**config.mk**
```make
export PLATFORM = sky130hd
export DESIGN_NAME = pipe_hazard_ctrl_flat
export DESIGN_NICKNAME = d
export VERILOG_FILES = /design/src/rtl/pipe_hazard_ctrl_pkg.sv /design/src/rtl/pipe_hazard_ctrl_if.sv /design/src/rtl/pipe_hazard_ctrl_fwd_unit.sv /design/src/rtl/pipe_hazard_ctrl.sv /design/src/flat_wrapper.sv
export SDC_FILE = /design/constraint.sdc
export NUM_CORES = 1
export LEC_CHECK = 0
export BUFFER_PORTS_ARGS = -buffer_cell sky130_fd_sc_hd__buf_2
export CORE_MARGIN = 3
export CORE_UTILIZATION = 50
export DETAILED_ROUTE_END_ITERATION = 8
export PLACE_DENSITY = 0.86
export SLEW_MARGIN = 10
export SYNTH_ARGS = -nofsm -noshare
export SYNTH_HDL_FRONTEND = slang
export SYNTH_SLANG_ARGS = --single-unit
```
**constraint.sdc**
```tcl
create_clock -name clk -period 4 [get_ports clk]
set_input_delay 0.2 -clock clk [delete_from_list [all_inputs] [get_ports clk]]
set_output_delay 0.2 -clock clk [all_outputs]
set_load 0.02 [all_outputs]
```
**src/rtl/pipe_hazard_ctrl_pkg.sv**
```systemverilog
// rtl/pipe_hazard_ctrl_pkg.sv - shared types and constants for the pipeline hazard controller
// Purpose: sequencer state encoding, forwarding select codes, XZR index and a register-match helper.
package pipe_pkg;

    typedef enum logic {
        RUN      = 1'b0,
        MUL_WAIT = 1'b1
    } state_t;

    localparam logic [1:0] FWD_REG = 2'b00;
    localparam logic [1:0] FWD_MEM = 2'b01;
    localparam logic [1:0] FWD_WB  = 2'b10;

    localparam logic [4:0] XZR = 5'd31;

    // XZR reads as zero and discards writes, so it can never create a dependency.
    function automatic logic reg_hit(input logic [4:0] rw, input logic [4:0] rs);
        return (rw == rs) && (rw != XZR);
    endfunction

endpackage

```
**src/rtl/pipe_hazard_ctrl_if.sv**
```systemverilog
// rtl/pipe_hazard_ctrl_if.sv - pipeline register/stage signals seen by the hazard controller
// Purpose: bundles the stage inputs and the pipeline control outputs.
// slave  : the controller (reads stage info, drives enables/flush/bubble/fwd/counters)
// master : the pipeline datapath / testbench (drives stage info, reads controls)
interface pipe_hazard_ctrl_if #(
    parameter int CNT_W = 32
);
    logic [4:0]       id_rn, id_rm;
    logic             id_uses_rn, id_uses_rm;
    logic             id_is_mul;
    logic [4:0]       ex_rn, ex_rm, ex_rw;
    logic             ex_mem_read;
    logic [4:0]       mem_rw, wb_rw;
    logic             mem_reg_write, wb_reg_write;
    logic             mem_br_taken;

    logic             pc_we, if_id_we, id_ex_we;
    logic             if_id_flush, id_ex_bubble, ex_mem_bubble;
    logic [1:0]       fwd_a, fwd_b;
    logic [CNT_W-1:0] stall_cycles, flush_count;

    modport slave (
        input  id_rn, id_rm, id_uses_rn, id_uses_rm, id_is_mul,
        input  ex_rn, ex_rm, ex_rw, ex_mem_read,
        input  mem_rw, wb_rw, mem_reg_write, wb_reg_write, mem_br_taken,
        output pc_we, if_id_we, id_ex_we,
        output if_id_flush, id_ex_bubble, ex_mem_bubble,
        output fwd_a, fwd_b, stall_cycles, flush_count
    );

    modport master (
        output id_rn, id_rm, id_uses_rn, id_uses_rm, id_is_mul,
        output ex_rn, ex_rm, ex_rw, ex_mem_read,
        output mem_rw, wb_rw, mem_reg_write, wb_reg_write, mem_br_taken,
        input  pc_we, if_id_we, id_ex_we,
        input  if_id_flush, id_ex_bubble, ex_mem_bubble,
        input  fwd_a, fwd_b, stall_cycles, flush_count
    );
endinterface

```
**src/rtl/pipe_hazard_ctrl_fwd_unit.sv**
```systemverilog
// rtl/pipe_hazard_ctrl_fwd_unit.sv - EX operand forwarding select for one source register
// Ports: i_ex_rs source in EX; i_mem_rw/i_mem_reg_write and i_wb_rw/i_wb_reg_write producers;
//        o_fwd_sel operand select (FWD_REG / FWD_MEM / FWD_WB).
module fwd_unit
    import pipe_pkg::*;
(
    input  logic [4:0] i_ex_rs,
    input  logic [4:0] i_mem_rw,
    input  logic       i_mem_reg_write,
    input  logic [4:0] i_wb_rw,
    input  logic       i_wb_reg_write,
    output logic [1:0] o_fwd_sel
);

    // MEM holds the younger result, so it wins over WB.
    always_comb begin
        o_fwd_sel = FWD_REG;
        if (i_mem_reg_write && reg_hit(i_mem_rw, i_ex_rs)) begin
            o_fwd_sel = FWD_MEM;
        end else if (i_wb_reg_write && reg_hit(i_wb_rw, i_ex_rs)) begin
            o_fwd_sel = FWD_WB;
        end
    end

endmodule

```
**src/rtl/pipe_hazard_ctrl.sv**
```systemverilog
// rtl/pipe_hazard_ctrl.sv - five-stage pipeline stall/flush/forward controller
// Ports: clk, reset (async, active-high); hz (slave) carries stage info in and
//        PC/pipeline-register controls, forwarding selects and perf counters out.
module pipe_hazard_ctrl
    import pipe_pkg::*;
#(
    parameter int MULT_LAT = 4,
    parameter int CNT_W    = 32
) (
    input  logic                  clk,
    input  logic                  reset,
    pipe_hazard_ctrl_if.slave     hz
);

    localparam logic [3:0] LP_HOLD = 4'(MULT_LAT - 1);

    state_t           r_state;
    logic [3:0]       r_cnt;
    logic [CNT_W-1:0] r_stall_cycles;
    logic [CNT_W-1:0] r_flush_count;

    logic       w_load_use;
    logic       w_pc_we, w_if_id_we, w_id_ex_we;
    logic       w_if_id_flush, w_id_ex_bubble, w_ex_mem_bubble;
    logic [1:0] w_fwd_a, w_fwd_b;

    assign w_load_use = hz.ex_mem_read &&
                        ((hz.id_uses_rn && reg_hit(hz.ex_rw, hz.id_rn)) ||
                         (hz.id_uses_rm && reg_hit(hz.ex_rw, hz.id_rm)));

    fwd_unit u_fwd_a (
        .i_ex_rs         (hz.ex_rn),
        .i_mem_rw        (hz.mem_rw),
        .i_mem_reg_write (hz.mem_reg_write),
        .i_wb_rw         (hz.wb_rw),
        .i_wb_reg_write  (hz.wb_reg_write),
        .o_fwd_sel       (w_fwd_a)
    );

    fwd_unit u_fwd_b (
        .i_ex_rs         (hz.ex_rm),
        .i_mem_rw        (hz.mem_rw),
        .i_mem_reg_write (hz.mem_reg_write),
        .i_wb_rw         (hz.wb_rw),
        .i_wb_reg_write  (hz.wb_reg_write),
        .o_fwd_sel       (w_fwd_b)
    );

    // Priority: reset, branch flush, multiply hold, load-use stall.
    always_comb begin
        w_pc_we         = 1'b1;
        w_if_id_we      = 1'b1;
        w_id_ex_we      = 1'b1;
        w_if_id_flush   = 1'b0;
        w_id_ex_bubble  = 1'b0;
        w_ex_mem_bubble = 1'b0;
        if (reset) begin
            w_pc_we    = 1'b0;
            w_if_id_we = 1'b0;
            w_id_ex_we = 1'b0;
        end else if (hz.mem_br_taken) begin
            w_if_id_flush   = 1'b1;
            w_id_ex_bubble  = 1'b1;
            w_ex_mem_bubble = 1'b1;
        end else if (r_state == MUL_WAIT) begin
            w_pc_we         = 1'b0;
            w_if_id_we      = 1'b0;
            w_id_ex_we      = 1'b0;
            w_ex_mem_bubble = 1'b1;
        end else if (w_load_use) begin
            w_pc_we        = 1'b0;
            w_if_id_we     = 1'b0;
            w_id_ex_bubble = 1'b1;
        end
    end

    always_ff @(posedge clk or posedge reset) begin
        if (reset) begin
            r_state        <= RUN;
            r_cnt          <= 4'd0;
            r_stall_cycles <= '0;
            r_flush_count  <= '0;
        end else begin
            if (hz.mem_br_taken) begin
                r_state <= RUN;
                r_cnt   <= 4'd0;
                if (r_flush_count != '1) begin
                    r_flush_count <= r_flush_count + 1'b1;
                end
            end else if (r_state == MUL_WAIT) begin
                r_cnt <= r_cnt - 4'd1;
                // Leave on the cycle cnt lands on zero; <= also guards a stray zero.
                if (r_cnt <= 4'd1) begin
                    r_state <= RUN;
                end
            end else if (hz.id_is_mul && !w_load_use && (MULT_LAT > 1)) begin
                r_state <= MUL_WAIT;
                r_cnt   <= LP_HOLD;
            end

            if (!w_pc_we && (r_stall_cycles != '1)) begin
                r_stall_cycles <= r_stall_cycles + 1'b1;
            end
        end
    end

    assign hz.pc_we         = w_pc_we;
    assign hz.if_id_we      = w_if_id_we;
    assign hz.id_ex_we      = w_id_ex_we;
    assign hz.if_id_flush   = w_if_id_flush;
    assign hz.id_ex_bubble  = w_id_ex_bubble;
    assign hz.ex_mem_bubble = w_ex_mem_bubble;
    assign hz.fwd_a         = reset ? FWD_REG : w_fwd_a;
    assign hz.fwd_b         = reset ? FWD_REG : w_fwd_b;
    assign hz.stall_cycles  = r_stall_cycles;
    assign hz.flush_count   = r_flush_count;

endmodule

```
**src/flat_wrapper.sv**
```systemverilog
// flat-port wrapper written by rule: the top's interface ports become plain ports
module pipe_hazard_ctrl_flat import pipe_pkg::*;
#(
    parameter int MULT_LAT = 4,
    parameter int CNT_W    = 32
)
  (clk, reset, hz_id_rn, hz_id_rm, hz_id_uses_rn, hz_id_uses_rm, hz_id_is_mul, hz_ex_rn, hz_ex_rm, hz_ex_rw, hz_ex_mem_read, hz_mem_rw, hz_wb_rw, hz_mem_reg_write, hz_wb_reg_write, hz_mem_br_taken, hz_pc_we, hz_if_id_we, hz_id_ex_we, hz_if_id_flush, hz_id_ex_bubble, hz_ex_mem_bubble, hz_fwd_a, hz_fwd_b, hz_stall_cycles, hz_flush_count);
  pipe_hazard_ctrl_if #(.CNT_W(CNT_W)) hz_i ();
  input  logic clk;
  input  logic reset;
  input wire logic [$bits(hz_i.id_rn)-1:0] hz_id_rn;
  input wire logic [$bits(hz_i.id_rm)-1:0] hz_id_rm;
  input wire logic [$bits(hz_i.id_uses_rn)-1:0] hz_id_uses_rn;
  input wire logic [$bits(hz_i.id_uses_rm)-1:0] hz_id_uses_rm;
  input wire logic [$bits(hz_i.id_is_mul)-1:0] hz_id_is_mul;
  input wire logic [$bits(hz_i.ex_rn)-1:0] hz_ex_rn;
  input wire logic [$bits(hz_i.ex_rm)-1:0] hz_ex_rm;
  input wire logic [$bits(hz_i.ex_rw)-1:0] hz_ex_rw;
  input wire logic [$bits(hz_i.ex_mem_read)-1:0] hz_ex_mem_read;
  input wire logic [$bits(hz_i.mem_rw)-1:0] hz_mem_rw;
  input wire logic [$bits(hz_i.wb_rw)-1:0] hz_wb_rw;
  input wire logic [$bits(hz_i.mem_reg_write)-1:0] hz_mem_reg_write;
  input wire logic [$bits(hz_i.wb_reg_write)-1:0] hz_wb_reg_write;
  input wire logic [$bits(hz_i.mem_br_taken)-1:0] hz_mem_br_taken;
  output wire logic [$bits(hz_i.pc_we)-1:0] hz_pc_we;
  output wire logic [$bits(hz_i.if_id_we)-1:0] hz_if_id_we;
  output wire logic [$bits(hz_i.id_ex_we)-1:0] hz_id_ex_we;
  output wire logic [$bits(hz_i.if_id_flush)-1:0] hz_if_id_flush;
  output wire logic [$bits(hz_i.id_ex_bubble)-1:0] hz_id_ex_bubble;
  output wire logic [$bits(hz_i.ex_mem_bubble)-1:0] hz_ex_mem_bubble;
  output wire logic [$bits(hz_i.fwd_a)-1:0] hz_fwd_a;
  output wire logic [$bits(hz_i.fwd_b)-1:0] hz_fwd_b;
  output wire logic [$bits(hz_i.stall_cycles)-1:0] hz_stall_cycles;
  output wire logic [$bits(hz_i.flush_count)-1:0] hz_flush_count;
  assign hz_i.id_rn = hz_id_rn;
  assign hz_i.id_rm = hz_id_rm;
  assign hz_i.id_uses_rn = hz_id_uses_rn;
  assign hz_i.id_uses_rm = hz_id_uses_rm;
  assign hz_i.id_is_mul = hz_id_is_mul;
  assign hz_i.ex_rn = hz_ex_rn;
  assign hz_i.ex_rm = hz_ex_rm;
  assign hz_i.ex_rw = hz_ex_rw;
  assign hz_i.ex_mem_read = hz_ex_mem_read;
  assign hz_i.mem_rw = hz_mem_rw;
  assign hz_i.wb_rw = hz_wb_rw;
  assign hz_i.mem_reg_write = hz_mem_reg_write;
  assign hz_i.wb_reg_write = hz_wb_reg_write;
  assign hz_i.mem_br_taken = hz_mem_br_taken;
  assign hz_pc_we = hz_i.pc_we;
  assign hz_if_id_we = hz_i.if_id_we;
  assign hz_id_ex_we = hz_i.id_ex_we;
  assign hz_if_id_flush = hz_i.if_id_flush;
  assign hz_id_ex_bubble = hz_i.id_ex_bubble;
  assign hz_ex_mem_bubble = hz_i.ex_mem_bubble;
  assign hz_fwd_a = hz_i.fwd_a;
  assign hz_fwd_b = hz_i.fwd_b;
  assign hz_stall_cycles = hz_i.stall_cycles;
  assign hz_flush_count = hz_i.flush_count;
  pipe_hazard_ctrl #(.MULT_LAT(MULT_LAT), .CNT_W(CNT_W)) u_core (.clk(clk), .reset(reset), .hz(hz_i));
endmodule
```
## After elaboration in Yosys (flattened, before gate mapping)

Index checks and enable logic that the tools add are counted.

| word-level totals | value |
|---|---|
| bits of input ports | 44 |
| register bits after elaboration | 69 |
| output and inout bits | 74 |
| logic and storage cells | 68 |

| operators by class | value |
|---|---|
| $lt $le $gt $ge | 1 |
| add/sub/neg operators | 3 |
| mux-type cells | 29 |
| reduce and logical (&&, ||, !) cells | 20 |
| equal/unequal tests | 11 |

Operators by type and width:

| kind | count |
|---|---|
| $add A32 B1 Y32 const B | 2 |
| $ne A32 B32 Y1 const B | 2 |
| $eq A5 B5 Y1 | 6 |
| $mux W1 | 20 |
| $logic_and A1 B1 Y1 | 15 |
| $ne A5 B5 Y1 const B | 3 |
| $mux W2 | 6 |
| $mux W4 | 3 |
| $le A4 B1 Y1 const B | 1 |
| $sub A4 B1 Y4 const B | 1 |
| $reduce_bool A3 Y1 | 1 |
| $logic_not A1 Y1 | 2 |
| $reduce_and A2 Y1 | 1 |
| $logic_or A1 B1 Y1 | 1 |

## Longest topological paths before layout

| logic depth | value |
|---|---|
| depth after elaboration | 11 |
| gate-level depth with buffers | 9 |
| gate-level depth less buffers | 8 |

## Cells and area by module

A second synthesis with hierarchy kept.

| unflattened totals | value |
|---|---|
| cells, all modules | 392 |
| area, all modules | 3888.7 sq um |

By module, submodules not included:

| module | area each (sq um) | instances | cells an instance | seq. area each (sq um) |
|---|---|---|---|---|
| pipe_hazard_ctrl | 3603.5 | 1 | 354 | 1726.7 |
| fwd_unit | 142.6 | 2 | 19 | 0.0 |

## Worst setup path after synthesis

No wires, ideal clock.

| path | value |
|---|---|
| path type | in2out |
| from | input reset |
| to | output hz_fwd_a[1] |
| data required time | 3800 ps |
| stages on the path | 4 |
| path slack | 1247 ps |
| arrival time | 2553 ps |
| buffers on the path | 0 |
| cells stage by stage | inv_1 o211ai_1 nor4_1 and4_1 |

| between the ends | value |
|---|---|
| word-level cells in the longest chain between the ends | 1 |

RTL lines:

| item | RTL line | source |
|---|---|---|
| start: declaration | flat_wrapper.sv:10 | `input logic reset;` |
| $mux W2 | pipe_hazard_ctrl.sv:113 | `assign hz.fwd_a = reset ? FWD_REG : w_fwd_a;` |
| end: declaration | flat_wrapper.sv:31 | `output wire logic [$bits(hz_i.fwd_a)-1:0] hz_fwd_a;` |

No other way between the ends.

## Worst setup path in the final report

| path | value |
|---|---|
| from | register u_core.r_stall_cycles[6], in the netlist u_core.hz.stall_cycles[6] |
| to | register u_core.r_stall_cycles[23], in the netlist u_core.hz.stall_cycles[23] |

| between the ends | value |
|---|---|
| word-level cells in the longest chain between the ends | 2 |
| elaborated cells between the ends (all ways) | 3 |
| classes of those cells | 1 x add/sub; 1 x eq/ne; 1 x reduce/logical |

RTL lines:

| item | RTL line | source |
|---|---|---|
| start: declaration | pipe_hazard_ctrl.sv:19 | `logic [CNT_W-1:0] r_stall_cycles;` |
| start signal: assignment | pipe_hazard_ctrl.sv:102 | `r_stall_cycles <= r_stall_cycles + 1'b1;` |
| branches (longest 2 deep; another with $add A32 B1 Y32) | -- |  |

Parallel ways; which one is timed is not known.
A chain may end at the register's enable or synchronous reset.

==> reports/metrics.csv <==
metric,value,unit
Hold Path Sink,u_core.r_cnt[0],
Max Slew Vio Count,0,
die area,8370,um2
Root Driver,clkbuf_8,
Post-CTS Hold Fix Bufs,0,
Reg2Reg Setup Slack,1.40,ns
# resized after CTS,0,
number of global-route vias before repair,3066,
"Largest stage delay, worst path",0.75,ns
overall routing resource usage,20.8,%
# Max-Cap Violations,0,
Post-synth EDFFs,0,
initial antenna violation count,0,
Mapped Area,3650,um2
top-area cell type share of the netlist area,47.3,%
"Seq/Total Area, Yosys",47.3,%
Placed Cells,569,
worst min path class,input pin to register,
Synth area leaders,"dfrtp_1 47%, xnor2_1 14%, xor2_1 8.6%",
skew final,0.0140,ns
Final HPWL DP,6390,um
highest clock rate,385,MHz
status,"complete, no violations",
1st-pass router iterations,6,
worst-path cell chain,"nand4_1, nor2_1, and3_1, nand3_4, o21bai_2, nor3_1, xor2_1",
Layout Cells excl Fill,585,
LEAKAGE,2.31,nW
port buffer count,117,
Die Wd,91.5,um
most frequent cells in the layout,"117 x buf_2, 69 x dfrtp_1, 57 x xnor2_1",
GRT Residual Overflow,0,
fill count,550,
area growth from synthesis to layout,24.1,%
Period minus WS final,2.60,ns
register area,1730,um2
layout cells sized above 1,29.2,%
Setup Total Neg Slack,0,ns
worst setup path category,register to register,
Async SR Flop Fraction,100,%
"Distinct cells, synth",41,
Arrival @ worst endpoint,2.81,ns
Routed Antenna Nets,0,
"Setup violations, final",0,
Max Root-Sink Buffers,2,
Rows,30,
PwrDens,414,nW/um2
cell depth of the worst flop-to-flop path,7,
reg2reg end,u_core.hz.stall_cycles[23],
Rel. slew slack,38.2,%
Worst-path clk slew,0.08,ns
Starting Density,52.6,%
residual DRC count,0,
via count,3144,
syn nets,409,
routability congestion estimate,0.866,
Synth Warn #,0,
CP required,4.22,ns
# Post-CTS Setup Buffers,0,
Critical Path Source Type,register,
"area leader, netlist",dfrtp_1,
post-DR wirelength/cell,14.7,um
Worst Hold Depth,2,
Fin. Hold Viols,0,
Core Area,6940,um2
area of the multi-input gates,1840,um2
Gate Count Post-Synth,361,
worst skew pair latency,0.34,ns
Worst Setup End Kind,register,
largest net degree at the start of global routing,70,
crit path max fanout,22,
Worst Min Path Start,hz_mem_br_taken,
"Top FF cell, synth",dfrtp_1,
Max VDD drop,0.291,mV
routed vias/inst,5.37,
cts bufs inserted,9,
Tightest Pin Transition,0.927,ns
first-pass GRT wire length,14200,um
clk sinks,69,
slowest stage cell on the critical path,o21bai_2,
crit share post-route,64.9,%
#FFs+latches synth,69,
number of I/O pins,118,
"commonest non-fill, non-tap cell in the layout",buf_2,
CTS tree,built,
First DRT Iteration DRCs,104,
RSZ-0062 raised after global routing,false,
H-tree levels,3,
fin nets,532,
Syn Area/Cell,10.1,um2
final wirelength,8590,um
die height,91.5,um
Ant. Diodes,0,
worst r2r src,u_core.hz.stall_cycles[6],
==> synthesized netlist by cell type (2+ instances only) <==
cell type  count
dfrtp_1       69
xnor2_1       57
nand3_1       41
xor2_1        36
nand2_1       27
nor2_1        23
nor3_1        15
and3_1        11
inv_1         11
nand4_1       11
nor4_1        10
a21oi_1        7
and4_1         5
ha_1           4
buf_4          3
a21o_1         2
and2_1         2
clkbuf_1       2
nand2b_1       2
o21ai_0        2
==> through the flow <==
step,setup WS [ns],utilization [%],hold WS [ns],instance area [um2],power [mW]
2_1_floorplan,1.25,-,0.426,3650,1.14
3_3_place_gp,1.61,62.3,0.473,4330,1.28
3_5_place_dp,1.46,62.3,0.483,4330,1.31
4_1_cts,1.42,65.3,0.157,4540,1.90
5_1_grt,1.24,65.3,0.192,4540,1.97
6_report,1.40,65.3,0.174,4540,1.88
==> per-layer routing <==
metal / GRT usage (%) / wire length, um
met1: 26.2 / 3580
met2: 35.4 / 4380
met3: 3.23 / 487
met4: 8.79 / 143
met5: 0 / 0
==> how the worst max path moves through the flow <==
| stage | from | end |
|---|---|---|
| after floorplan | reset | hz_fwd_a[1] |
| after CTS | u_core.hz.stall_cycles[0] | u_core.hz.stall_cycles[23] |
| after global placement | u_core.hz.stall_cycles[16] | u_core.hz.stall_cycles[23] |
| after detailed placement | u_core.hz.stall_cycles[0] | u_core.hz.stall_cycles[23] |
| final | u_core.hz.stall_cycles[6] | u_core.hz.stall_cycles[23] |
| after global routing | u_core.hz.stall_cycles[0] | u_core.hz.stall_cycles[23] |
==> cell type report <==
| class | count | share of cell area [%] |
|---|---|---|
| well taps | 96 | 2.65 |
| clock inverters | 5 | 1.30 |
| clock buffers | 11 | 3.34 |
| multi-input cells | 275 | 40.7 |
| repair buffers | 118 | 13.1 |
| inverters | 11 | 0.910 |
| flip-flops and latches | 69 | 38.1 |
==> where the power goes <==
part,internal (mW),switching [mW]
combinational,0.166,0.253
clock,0.322,0.266
sequential,0.772,0.100
==> cells by family after synthesis <==
family | after synthesis | synth area share, %
xor+xnor | 93 | 22.3
fa+ha+maj | 4 | 1.37
buf+inv | 17 | 2.26
simple gates | 158 | 23.0
flops | 69 | 47.3
compound gates | 19 | 3.49
mux | 1 | 0.308
==> critical path: cells and delay by family (launching register included) <==
family,cells,cell delay (ns)
compound gates,1,0.75
xor+xnor,1,0.19
simple gates,5,1.08
flops,1,0.45
==> flip-flops by register name (all words and copies together), names as in the netlist <==
signal,flops
u_core.hz.flush_count,32
u_core.hz.stall_cycles,32
u_core.r_cnt,4
u_core.r_state,1
Note: power is estimated with default switching activity, not from simulation.
